### config.mk
export PLATFORM = sky130hd
export DESIGN_NAME = iomem_arbiter
export DESIGN_NICKNAME = d
export VERILOG_FILES = /design/src/rtl/iomem_arb_pkg.sv /design/src/rtl/iomem_rr_pick.sv /design/src/rtl/iomem_arbiter.sv
export SDC_FILE = /design/constraint.sdc
export NUM_CORES = 1
export LEC_CHECK = 0
export ABC_AREA = 0
export BUFFER_PORTS_ARGS = -buffer_cell sky130_fd_sc_hd__buf_4
export CORE_ASPECT_RATIO = 1.75
export CORE_MARGIN = 8
export CORE_UTILIZATION = 45
export DETAILED_ROUTE_END_ITERATION = 8
export PLACE_DENSITY = 0.78
export SETUP_SLACK_MARGIN = 0.2
export SLEW_MARGIN = 10
export SYNTH_ARGS = -nofsm -noshare
export SYNTH_HDL_FRONTEND = slang
export SYNTH_SLANG_ARGS = --single-unit
### constraint.sdc
create_clock -name clk_i -period 5 [get_ports clk_i]
set_clock_uncertainty 0.1 [all_clocks]
set_input_delay 0.25 -clock clk_i [delete_from_list [all_inputs] [get_ports clk_i]]
set_output_delay 0.25 -clock clk_i [all_outputs]
set_load 0.1 [all_outputs]
### src/rtl/iomem_arb_pkg.sv
// rtl/iomem_arb_pkg.sv - shared state encoding, master index type and constants for iomem_arbiter
package iomem_arb_pkg;

    typedef enum logic [1:0] {
        ST_IDLE = 2'd0,
        ST_REQ  = 2'd1,
        ST_RESP = 2'd2
    } arb_state_t;

    typedef enum logic {
        MST_0 = 1'b0,
        MST_1 = 1'b1
    } master_idx_t;

    // Read data handed back to a master whose transaction was aborted.
    localparam logic [31:0] TIMEOUT_RDATA = 32'hDEAD_BEEF;

endpackage

### src/rtl/iomem_rr_pick.sv
// rtl/iomem_rr_pick.sv - combinational two-way round-robin picker
//
// Ports:
//   req[1:0]    pending requests, bit N = master N
//   last_grant  master granted most recently
//   gnt_valid   at least one request is pending
//   gnt_idx     winning master; on a tie the one not equal to last_grant
module iomem_rr_pick
    import iomem_arb_pkg::*;
(
    input  logic [1:0]  req,
    input  master_idx_t last_grant,
    output logic        gnt_valid,
    output master_idx_t gnt_idx
);

    always_comb begin
        gnt_valid = |req;
        gnt_idx   = MST_0;
        case (req)
            2'b10:   gnt_idx = MST_1;
            2'b11:   gnt_idx = (last_grant == MST_1) ? MST_0 : MST_1;
            default: gnt_idx = MST_0;
        endcase
    end

endmodule

### src/rtl/iomem_arbiter.sv
// rtl/iomem_arbiter.sv - two-master round-robin arbiter for the iomem valid/ready port
//
// One transaction in flight. Request fields are registered at grant and held
// until the slave answers; the response is registered back to the owner as a
// one-cycle ready pulse. Optional request timeout: define IOMEM_ARB_TIMEOUT_EN.
//
// Ports:
//   clk_i, rst_i                       clock, asynchronous active-high reset
//   mX_valid_i/addr_i/wdata_i/wstrb_i  master X request (wstrb 0 = read)
//   mX_ready_o/rdata_o                 master X completion pulse and read data
//   down_valid_o/addr_o/wdata_o/wstrb_o  slave request
//   down_ready_i/rdata_i               slave completion and read data
//   err_o                              timeout pulse (0 without the timeout)
module iomem_arbiter
    import iomem_arb_pkg::*;
#(
    parameter int ADDR_WIDTH  = 32,
    parameter int DATA_WIDTH  = 32,
    parameter int TIMEOUT_CYC = 256
) (
    input  logic                    clk_i,
    input  logic                    rst_i,

    input  logic                    m0_valid_i,
    output logic                    m0_ready_o,
    input  logic [DATA_WIDTH/8-1:0] m0_wstrb_i,
    input  logic [ADDR_WIDTH-1:0]   m0_addr_i,
    input  logic [DATA_WIDTH-1:0]   m0_wdata_i,
    output logic [DATA_WIDTH-1:0]   m0_rdata_o,

    input  logic                    m1_valid_i,
    output logic                    m1_ready_o,
    input  logic [DATA_WIDTH/8-1:0] m1_wstrb_i,
    input  logic [ADDR_WIDTH-1:0]   m1_addr_i,
    input  logic [DATA_WIDTH-1:0]   m1_wdata_i,
    output logic [DATA_WIDTH-1:0]   m1_rdata_o,

    output logic                    down_valid_o,
    input  logic                    down_ready_i,
    output logic [DATA_WIDTH/8-1:0] down_wstrb_o,
    output logic [ADDR_WIDTH-1:0]   down_addr_o,
    output logic [DATA_WIDTH-1:0]   down_wdata_o,
    input  logic [DATA_WIDTH-1:0]   down_rdata_i,

    output logic                    err_o
);

    arb_state_t  state_q;
    arb_state_t  state_d;
    master_idx_t last_grant_q;
    master_idx_t owner_q;

    logic        gnt_valid;
    master_idx_t gnt_idx;
    logic        load_req;
    logic        complete;
    logic        abort;

    logic [DATA_WIDTH-1:0] resp_data;

    iomem_rr_pick u_pick (
        .req        ({m1_valid_i, m0_valid_i}),
        .last_grant (last_grant_q),
        .gnt_valid  (gnt_valid),
        .gnt_idx    (gnt_idx)
    );

`ifdef IOMEM_ARB_TIMEOUT_EN
    logic [15:0] tmo_cnt_q;
    logic        err_q;

    always_ff @(posedge clk_i or posedge rst_i) begin
        if (rst_i) begin
            tmo_cnt_q <= '0;
        end else if (load_req) begin
            tmo_cnt_q <= '0;
        end else if (state_q == ST_REQ) begin
            tmo_cnt_q <= tmo_cnt_q + 16'd1;
        end
    end

    // A slave answer on the terminal cycle takes precedence over the abort.
    assign abort = (state_q == ST_REQ) && !down_ready_i &&
                   (tmo_cnt_q == 16'(TIMEOUT_CYC - 1));

    always_ff @(posedge clk_i or posedge rst_i) begin
        if (rst_i) begin
            err_q <= 1'b0;
        end else begin
            err_q <= abort;
        end
    end

    assign err_o = err_q;
`else
    assign abort = 1'b0;
    assign err_o = 1'b0;
`endif

    assign resp_data = abort ? DATA_WIDTH'(TIMEOUT_RDATA) : down_rdata_i;

    always_ff @(posedge clk_i or posedge rst_i) begin
        if (rst_i) begin
            state_q <= ST_IDLE;
        end else begin
            state_q <= state_d;
        end
    end

    always_comb begin
        state_d = state_q;
        case (state_q)
            ST_IDLE: if (gnt_valid) state_d = ST_REQ;
            ST_REQ:  if (down_ready_i || abort) state_d = ST_RESP;
            ST_RESP: state_d = ST_IDLE;
            default: state_d = ST_IDLE;
        endcase
    end

    always_comb begin
        load_req = 1'b0;
        complete = 1'b0;
        case (state_q)
            ST_IDLE: load_req = gnt_valid;
            ST_REQ:  complete = down_ready_i || abort;
            default: ;
        endcase
    end

    // Datapath registers; ready pulses default low so they last one cycle.
    always_ff @(posedge clk_i or posedge rst_i) begin
        if (rst_i) begin
            last_grant_q <= MST_1;
            owner_q      <= MST_0;
            down_valid_o <= 1'b0;
            down_wstrb_o <= '0;
            down_addr_o  <= '0;
            down_wdata_o <= '0;
            m0_ready_o   <= 1'b0;
            m0_rdata_o   <= '0;
            m1_ready_o   <= 1'b0;
            m1_rdata_o   <= '0;
        end else begin
            m0_ready_o <= 1'b0;
            m1_ready_o <= 1'b0;
            if (load_req) begin
                owner_q      <= gnt_idx;
                last_grant_q <= gnt_idx;
                down_valid_o <= 1'b1;
                if (gnt_idx == MST_1) begin
                    down_wstrb_o <= m1_wstrb_i;
                    down_addr_o  <= m1_addr_i;
                    down_wdata_o <= m1_wdata_i;
                end else begin
                    down_wstrb_o <= m0_wstrb_i;
                    down_addr_o  <= m0_addr_i;
                    down_wdata_o <= m0_wdata_i;
                end
            end
            if (complete) begin
                down_valid_o <= 1'b0;
                if (owner_q == MST_1) begin
                    m1_ready_o <= 1'b1;
                    m1_rdata_o <= resp_data;
                end else begin
                    m0_ready_o <= 1'b1;
                    m0_rdata_o <= resp_data;
                end
            end
        end
    end

endmodule

==> impl_metrics.env <==
export IMPL_vias=4430
export IMPL_insertion_delay_ns=0.40
export IMPL_drc_errors=0
export IMPL_synth_seq_cells=139
export IMPL_start_util_pct=46.0
export IMPL_final_common_cell="buf_4"
export IMPL_slew_headroom_pct=31.3
export IMPL_reg2reg_depth=4
export IMPL_netlist_area_sq_um=5950
export IMPL_finalWorstSetupSlack_ns=2.35
export IMPL_grt_total_usage_pct=21.4
export IMPL_cts_root_buf="clkbuf_16"
export IMPL_rows=55
export IMPL_synth_cells=379
export IMPL_clk_path_buf_depth=2
export IMPL_rr_startpoint="last_grant_q"
export IMPL_hold_viol=0
export IMPL_worst_ep_arrival_time_ns=2.84
export IMPL_hold_path_class="in2reg"
export IMPL_ios=309
export IMPL_setup_viol=0
export IMPL_cp_max_fo=36
export IMPL_fin_crit_sh_pct=53.0
export IMPL_synth_ff_type="dfrtp_1"
export IMPL_cp_buffers_inverters=1
export IMPL_grt_pass1_vias=4954
export IMPL_area_delta_synth_final_pct=56.2
export IMPL_cp_start_kind="register"
export IMPL_core_area_sq_um=12900
export IMPL_numCtsBuffers=17
export IMPL_grt_max_degree=83
export IMPL_synth_top_area_share_pct=58.1
export IMPL_worst_setup_path_end_kind="register"
export IMPL_fp_dieH_microns=168
export IMPL_wl_per_cell_microns=20.9
export IMPL_clock_sinks=139
export IMPL_synth_enable_flop_cells=0
export IMPL_drtIter0Drc=128
export IMPL_tightest_slew_ns=1.03
export IMPL_ys_seq_area_share_pct=58.5
export IMPL_cts_tree="yes"
export IMPL_layout_min_cycle_time_ns=2.65
export IMPL_holdWs_ns=0.0564
export IMPL_synth_nets=552
export IMPL_via_per_inst=4.90
export IMPL_gr_total_overflow=0
export IMPL_slew_viol_final=0
export IMPL_rsz0062_at_grt="no"
export IMPL_fillCellCount=881
export IMPL_required_ns=5.19
export IMPL_die_width_microns=103
export IMPL_synth_async_reset_ratio_pct=100
export IMPL_dieArea_sq_um=17300
export IMPL_drive_gt1_share_pct=73.1
export IMPL_status="finished clean"
export IMPL_r2r_slack_ns=2.35
export IMPL_yosysUniqueCellTypes=21
export IMPL_max_stage_delay_ns=0.66
export IMPL_fmax_mhz=378
export IMPL_syn_area_per_cell_sq_um=15.7
export IMPL_yosys_warnings=0
export IMPL_ant_nets=0
export IMPL_clk_pin_slew_ns=0.06
export IMPL_final_cell_mix="311 x buf_4, 191 x mux2_2, 138 x dfrtp_1, 35 x dlygate4sd3_1, 17 x clkbuf_16"
export IMPL_timing_rr_end="down_addr_o[17]"
export IMPL_grt_pass1_wl_microns=27900
export IMPL_num_nets_final=895
export IMPL_post_place_ws_ns=2.37
export IMPL_portBuffers=307
export IMPL_path_class="reg2reg"
export IMPL_crit_path_top_delay_cell="a21bo_2"
export IMPL_finalWirelength_microns=18900
export IMPL_gp_congestion=0.819
export IMPL_first_pass_iters=4
export IMPL_antenna_found_initial=1
export IMPL_cp_top_family="compound AO/OA/AOI/OAI gates"
export IMPL_crit_chain="a21bo_2 > buf_4 > mux2_2 > mux2_2"
export IMPL_crit_cells=4
export IMPL_crit_end="down_addr_o[17]"
export IMPL_max_cap_violations=0
export IMPL_yosys_area_top_type="dfrtp_1"
export IMPL_crit_path_start="last_grant_q"
export IMPL_worst_path_most_repeated_cell="mux2_2"
export IMPL_cts_htree_levels=4
export IMPL_dp_hpwl_microns=14200
export IMPL_synthTopCellsByArea="dfrtp_1 58%, mux2_2 36%, mux2_1 1.7%, buf_2 1.5%, dfstp_2 0.44%"
export IMPL_setup_tns_ns=0
## cell usage after synthesis (2+ instances only)
master   number
inv_1         3
nor2_1        2
mux2_1        9
mux2_2      191
buf_6         2
dfrtp_1     138
buf_2        18
nand2_1       3
## stage by stage
stage,utilization [%],cells,area [sq um]
floorplan,-,379,5950
global placement,64.9,839,8400
detailed placement,64.9,839,8400
CTS,71.8,904,9290
global route,71.8,905,9290
finish,71.8,905,9290
## registers in the layout, indices dropped and copies added (netlist names)
| name | count |
|---|---|
| down_wstrb_o | 4 |
| down_wdata_o | 32 |
| m1_rdata_o | 32 |
| m1_ready_o | 1 |
| m0_ready_o | 1 |
| state_q | 2 |
| m0_rdata_o | 32 |
| down_addr_o | 32 |
| last_grant_q | 1 |
| down_valid_o | 1 |
| owner_q | 1 |
## area by class of cell
cell class,count,area [sq um],area share (%)
Clock inverter,11,98.8,1.06
Sequential cell,139,3480,37.5
Multi-Input combinational cell,215,2350,25.3
Clock buffer,19,443,4.77
Tap cell,171,214,2.30
Timing Repair Buffer,346,2690,28.9
Antenna cell,1,2.50,0.0269
Inverter,3,16.3,0.175
## cells by family (layout without fill, tap and decap cells)
| logic type | after synthesis | count (layout) | share of synthesized area [%] |
|---|---|---|---|
| compound gates | 6 | 6 | 0.652 |
| buf+inv | 25 | 379 | 2.27 |
| flops | 139 | 139 | 58.5 |
| mux | 200 | 200 | 37.9 |
| other cells | 1 | 2 | 0.0631 |
| simple gates | 8 | 8 | 0.631 |
## what timing repair did
action | 4_1_cts | 5_1_grt
gates resized for setup | 0 | 0
buffers inserted | 0 | 0
hold buffers | 35 | 0
endpoints found under the hold margin | 145 | 0
## worst min-delay path, cell delays in order
cell	delay (ns)
buf_4	0.13
a21oi_1	0.12
a31oi_1	0.05
## worst min-delay path by stage
stage	slack, ns	start	depth (start not counted)	endpoint
2_1_floorplan	0.21	m0_valid_i	1	last_grant_q
3_3_place_gp	0.32	rst_i	2	down_addr_o[3]
3_5_place_dp	0.35	rst_i	2	down_wdata_o[28]
4_1_cts	0.04	m1_valid_i	3	last_grant_q
5_1_grt	0.09	m0_addr_i[9]	3	down_addr_o[9]
6_report	0.06	m1_valid_i	3	last_grant_q
## routing by layer
layer / global-route usage, % / wire [microns] / vias to the layer above
met1: 21.1 / 6340 / 2139
met2: 37.8 / 9830 / 223
met3: 7.97 / 2020 / 35
met4: 10.0 / 693 / 0
met5: 0 / 0 / -
li1: - / - / 2033
Power is left out: the tool's default activity adds up to more than one toggle a clock period on the data nets, which glitch-free logic cannot reach.
